--- config.mk ---
export PLATFORM = sky130hd
export DESIGN_NAME = seq_shift_unit
export DESIGN_NICKNAME = d
export VERILOG_FILES = /design/src/rtl/seq_shift_pkg.sv /design/src/rtl/shift_step.sv /design/src/rtl/seq_shift_unit.sv
export SDC_FILE = /design/constraint.sdc
export NUM_CORES = 1
export LEC_CHECK = 0
export CAP_MARGIN = 25
export CORE_MARGIN = 2
export CORE_UTILIZATION = 40
export DETAILED_ROUTE_END_ITERATION = 8
export PLACE_DENSITY_LB_ADDON = 0.15
export SYNTH_ARGS = -nofsm -noshare
export SYNTH_HDL_FRONTEND = slang
export SYNTH_SLANG_ARGS = --single-unit
--- constraint.sdc ---
create_clock -name clk -period 3.4 [get_ports clk]
set_input_delay 0.68 -clock clk [delete_from_list [all_inputs] [get_ports clk]]
set_output_delay 0.68 -clock clk [all_outputs]
set_load 0.02 [all_outputs]
--- src/rtl/seq_shift_pkg.sv ---
// Shared types and constants for the sequential right-shift unit.
// Imported by the step datapath and the sequencer.
package seq_shift_pkg;

  typedef enum logic [1:0] {
    IDLE  = 2'd0,
    SHIFT = 2'd1,
    DONE  = 2'd2
  } state_e;

  localparam logic SHIFT_LOGICAL = 1'b0;
  localparam logic SHIFT_ARITH   = 1'b1;

endpackage

--- src/rtl/shift_step.sv ---
// Combinational one-bit right shift.
// Fills the vacated MSB with the sign bit or with zero.
module shift_step
  import seq_shift_pkg::*;
#(
  parameter int WIDTH = 4
) (
  input  logic [WIDTH-1:0] in,
  input  logic             arith,
  output logic [WIDTH-1:0] out
);

  logic fill;

  assign fill = (arith == SHIFT_ARITH) ? in[WIDTH-1] : 1'b0;
  assign out  = (in >> 1) | {fill, {(WIDTH-1){1'b0}}};

endmodule

--- src/rtl/seq_shift_unit.sv ---
// Multi-cycle right shifter, one bit per clock.
// Valid/ready on both sides; latency depends only on the amount.
module seq_shift_unit
  import seq_shift_pkg::*;
#(
  parameter int WIDTH = 4,
  parameter int AMT_W = 3
) (
  input  logic             clk,
  input  logic             rst_n,
  input  logic             in_valid,
  output logic             in_ready,
  input  logic [WIDTH-1:0] in_data,
  input  logic [AMT_W-1:0] in_amt,
  input  logic             in_arith,
  output logic             out_valid,
  input  logic             out_ready,
  output logic [WIDTH-1:0] out_data,
  output logic             busy
);

  state_e           state_q, state_d;
  logic [WIDTH-1:0] acc_q, acc_d;
  logic [AMT_W-1:0] cnt_q, cnt_d;
  logic             mode_q, mode_d;
  logic [WIDTH-1:0] step;

  shift_step #(
    .WIDTH(WIDTH)
  ) u_step (
    .in   (acc_q),
    .arith(mode_q),
    .out  (step)
  );

  always_ff @(posedge clk or negedge rst_n) begin
    if (!rst_n) begin
      state_q <= IDLE;
      acc_q   <= '0;
      cnt_q   <= '0;
      mode_q  <= SHIFT_LOGICAL;
    end else begin
      state_q <= state_d;
      acc_q   <= acc_d;
      cnt_q   <= cnt_d;
      mode_q  <= mode_d;
    end
  end

  always_comb begin
    state_d = state_q;
    acc_d   = acc_q;
    cnt_d   = cnt_q;
    mode_d  = mode_q;
    unique case (state_q)
      IDLE: begin
        if (in_valid) begin
          acc_d   = in_data;
          cnt_d   = in_amt;
          mode_d  = in_arith;
          state_d = SHIFT;
        end
      end
      SHIFT: begin
        // Every requested step runs, so amounts >= WIDTH saturate.
        if (cnt_q == '0) begin
          state_d = DONE;
        end else begin
          acc_d = step;
          cnt_d = cnt_q - {{(AMT_W-1){1'b0}}, 1'b1};
        end
      end
      DONE: begin
        if (out_ready) state_d = IDLE;
      end
      default: state_d = IDLE;
    endcase
  end

  assign in_ready  = (state_q == IDLE);
  assign out_valid = (state_q == DONE);
  assign busy      = (state_q != IDLE);
  assign out_data  = acc_q;

endmodule

Word-level counts from Yosys, hierarchy flattened

Cells that the tools add are included.

$add $sub $neg: 1
Equality and inequality tests: 6
Multiplexer cells: 11
Bitwise gates (word level): 1
Reductions and logical operators: 7

Operator list:

| operator            | count |
|---|---|
| $mux 4              | 2 |
| $pmux 4 s2          | 1 |
| $mux 2              | 3 |
| $mux 3              | 2 |
| $ne 2x2->1 const B  | 3 |
| $pmux 2 s3          | 1 |
| $pmux 3 s2          | 1 |
| $reduce_and 3->1    | 2 |
| $or 3x4->4          | 1 |
| $reduce_bool 2->1   | 2 |
| $logic_not 3->1     | 1 |
| $sub 3x1->3 const B | 1 |
| $eq 2x1->1 const B  | 1 |
| $eq 2x2->1 const B  | 1 |
| $logic_not 2->1     | 1 |
| $ne 2x1->1 const B  | 1 |
| $reduce_and 2->1    | 1 |
| $mux 1              | 1 |

Register bits after elaboration: 10

Depth between registers and ports, before layout

Gate-level depths: netlist (run 1).

Depth after elaboration: 4
Mapped depth: 7
Depth with buffers taken out: 6

Cells and area by module

From an unflattened synthesis (run 1), not the netlist that was laid out.

Cells, all modules: 54
Area, all modules: 616.8 sq um

By module, submodules not included:

| module         | times used | cells each | area an instance (sq um) |
|---|---|---|---|
| seq_shift_unit | 1          | 49         | 580.6 |
| shift_step     | 1          | 5          | 36.3 |

Worst setup path before layout (run 1)

OpenSTA, ideal clock, no wires.

Path kind: register -> output
Start point: register state_q[0]
End point: output busy
Arrival: 1.041 ns
Path slack: 1.679 ns
Cell stages (with the launch flop): 3
Buffers on the path: 0
Path through: dfrtp_1 nor2_1 inv_1

Word-level cells in the longest chain between the ends: 1

Ends and longest elaborated chain:

| element                | RTL line             | RTL |
|---|---|---|
| from (decl)            | seq_shift_unit.sv:22 | `state_e state_q, state_d;` |
| from (signal assigned) | seq_shift_unit.sv:43 | `state_q <= state_d;` |
| $reduce_bool 2->1      | seq_shift_unit.sv:82 | `assign busy = (state_q != IDLE);` |
| to (decl)              | seq_shift_unit.sv:19 | `output logic busy` |

Every way passes these cells.

Worst setup path in the final report (run 1)

Start point: register state_q[0]
End point: output in_ready

Word-level cells in the longest chain between the ends: 1

Ends and longest elaborated chain:

| element         | RTL line             | RTL |
|---|---|---|
| $logic_not 2->1 | seq_shift_unit.sv:80 | `assign in_ready = (state_q == IDLE);` |
| to (decl)       | seq_shift_unit.sv:12 | `output logic in_ready,` |

Every way passes these cells.

==> results.sh, run 1 <==
export IMPL_synth_distinct_cells=22
export IMPL_rows=13
export IMPL_slew_headroom_pct=69.0
export IMPL_dieArea_sq_um=1770
export IMPL_min_from="cnt_q[1]$_DFFE_PN0P_"
export IMPL_cts_buffers_inserted=3
export IMPL_drt_pass1_iter_count=3
export IMPL_core_area_sq_um=1330
export IMPL_clk_latency_ns=0.25
export IMPL_clk_path_buf_depth=2
export IMPL_setup_viol=0
export IMPL_num_vias=414
export IMPL_timing_final_crit_share_pct=67.9
export IMPL_diodes=0
export IMPL_gp_congestion=0.704
export IMPL_fin_skew_ns=0.00198
export IMPL_ys_top_cells_by_count="10 x dfrtp_1, 8 x inv_1, 7 x mux2_4"
export IMPL_synthesis_area_sq_um=579
export IMPL_status="complete, no violations"
export IMPL_worst_path_buf_inv=1
export IMPL_die_width_um=42.1
export IMPL_cp_arrival_ns=1.63
export IMPL_drv_cap=0
export IMPL_synth_most_common_cell="dfrtp_1"
export IMPL_cts_clk_slew_worst_paths_ns=0.06
export IMPL_cts_hold_fix_buffers=0
export IMPL_wirelength_um=1060
export IMPL_cts_repair_resized=0
export IMPL_power_total_w=0.000797
export IMPL_power_leakage_nw=0.369
export IMPL_end_kind="output port"
export IMPL_path_class="reg -> out"
export IMPL_drive_above_1_share_pct=17.1
export IMPL_rsz0062_at_grt="false"
export IMPL_clkSinkCount=10
export IMPL_fin_cells=85
export IMPL_areaGrowthSynthToFinish_pct=34.3
export IMPL_slew_viol_final=0
export IMPL_fin_nets=86
export IMPL_synth_top_cell_area_share_pct=43.2
export IMPL_peakVddDrop_uv=578
export IMPL_period_needed_ns=2.31
export IMPL_cp_top_family="buffers and inverters"
export IMPL_rr_startpoint="cnt_q[0]$_DFFE_PN0P_"
export IMPL_worstPathRequired_ns=2.72
export IMPL_overflow=0
export IMPL_die_height_um=42.1
export IMPL_critPathLaunchType="flop"
export IMPL_drtIter0Drc=2
export IMPL_postCtsSetupBuffers=0
export IMPL_pin_count=19
export IMPL_cts_max_level=1
export IMPL_tns_ns=0
export IMPL_portBuffers=18
export IMPL_initial_core_util_pct=43.4
export IMPL_synth_seq_area_share_pct=43.2
export IMPL_finalHoldViolCount=0
export IMPL_ys_seq_elements=10
export IMPL_powerDensity_nw_per_um2=1020
export IMPL_timing_fmax_mhz=433
export IMPL_syn_nets=65
export IMPL_cp_slowest_cell="clkdlybuf4s50_1"
export IMPL_cp_max_fo=9
export IMPL_grt_pass1_vias=383
export IMPL_ys_warn_count=0
export IMPL_grtUsageMet1_pct=17.7
export IMPL_root_buffer="clkbuf_4"
export IMPL_critPathMaxStageDelay_ns=0.66
export IMPL_worstPathCellList="nor2_1 -> clkdlybuf4s50_1"
export IMPL_hpwlAfterDp_um=795
export IMPL_synth_edf_count=0
export IMPL_setup_worst_path_start="state_q[0]$_DFFE_PN0P_"
export IMPL_dp_cells=82
export IMPL_ys_async_sr_fraction_pct=100
export IMPL_hold_class="reg -> reg"
export IMPL_groute_usage_overall_pct=13.6
export IMPL_antenna_found_initial=0
export IMPL_synth_area_leader_cell="dfrtp_1"
export IMPL_ys_top_cells_by_area="dfrtp_1 43%, mux2_4 18%, inv_1 5.2%"
export IMPL_worstMarginPinSlew_ns=0.463
export IMPL_grt_max_degree=11
export IMPL_cts_tree="built"
export IMPL_drcViolationCount=0
export IMPL_grt_pass1_wl_um=1770
export IMPL_post_drt_wl_per_cell_um=12.5
export IMPL_grtUsageMet3_pct=6.90
export IMPL_grt_busiest_layer="met2"
export IMPL_routed_via_density=4.87
export IMPL_grt_use_met2_pct=20.0
export IMPL_syn_avg_cell_area_sq_um=11.4
export IMPL_yosys_most_used_dff="dfrtp_1"
export IMPL_synthCells=51
export IMPL_antenna_left=0
-- cells by family (layout without fill, tap and decap cells) --
logic type / Yosys count / after routing / synth area share [%]
muxes: 10 / 10 / 23.5
adders and majority gates: 2 / 2 / 4.32
buffers and inverters: 10 / 29 / 9.07
AOI/OAI and AO/OA: 7 / 7 / 8.42
DFF: 10 / 10 / 43.2
and+or+nand+nor: 12 / 12 / 11.4
-- metal layers --
metal  up-vias  routed length [um]
met4         0                   6
met5         -                   0
met2        16                 454
met3         2                  73
li1        209                   -
met1       187                 529
-- path summary, 6_finish.rpt --
path | to | slack, ns | cells after the start
max in group asynchronous | state_q[1]$_DFFE_PN0P_ | 2.34 | 1
worst min register to register | cnt_q[1]$_DFFE_PN0P_ | 0.51 | 1
worst max register to register | cnt_q[1]$_DFFE_PN0P_ | 1.73 | 6
min in group asynchronous | out_data[1]$_DFFE_PN0P_ | 0.74 | 1
worst max-delay path | in_ready | 1.09 | 2
worst min-delay path | cnt_q[1]$_DFFE_PN0P_ | 0.51 | 1
-- area by class of cell --
class | instances | area (sq um)
Timing Repair Buffer | 18 | 180
Fill cell | 122 | 556
Inverter | 8 | 30.0
Clock buffer | 3 | 22.5
Sequential cell | 10 | 250
Multi-Input combinational cell | 31 | 277
Tap cell | 15 | 18.8
-- power breakdown --
group	internal (W)	leakage (nW)	switching [W]	total, W
Sequential	0.000182	0.121	0.0000547	0.000237
Clock	0.0000407	0.0138	0.0000359	0.0000765
Combinational	0.000276	0.234	0.000207	0.000483
-- layout by cell type (no fill, tap or decap), drive strengths merged --
cell type and n:
nor2b 2, clkdlybuf4s50 18, nand2b 1, inv 8, a32oi 1, and2 1
o2bb2ai 1, nor2 2, o22ai 1, nor3b 1, nand3 2, clkbuf 3
and2b 1, ha 2, o21ba 1, mux2 8, a21oi 1, nor3 1
mux2i 2, dfrtp 10, o21ai 2, nand2 1
-- metrics by stage --
stage          setup WS [ns]  util, %  instance area, sq um  hold WS [ns]
2_1_floorplan           1.68        -                   579         0.384
3_3_place_gp            1.30     56.7                   756         0.500
3_5_place_dp            1.27     56.7                   756         0.495
4_1_cts                 1.08     58.3                   778         0.511
5_1_grt                0.988     58.3                   778         0.544
6_report                1.09     58.3                   778         0.509
-- sequential cells by signal (all words and copies together) (netlist names) --
signal    count
state_q       2
mode_q        1
cnt_q         3
out_data      4
Note: power is estimated with default switching activity, not from simulation.
==> inputs of run 2 (changes only) <==
Clock period 3.4 ns to 2.3 ns, I/O delays scaled along.
==> results of run 2 <==
The final DEF is identical to that of run 1. Status: complete, no violations.
Among the figures that moved: setup slack after placement 1.27 ns -> 0.392 ns; setup slack after layout 1.09 ns -> 0.211 ns; register-to-register setup slack 1.73 ns -> 0.63 ns; total power 0.000797 W -> 0.00118 W; worst IR drop on VDD 578 uV -> 855 uV
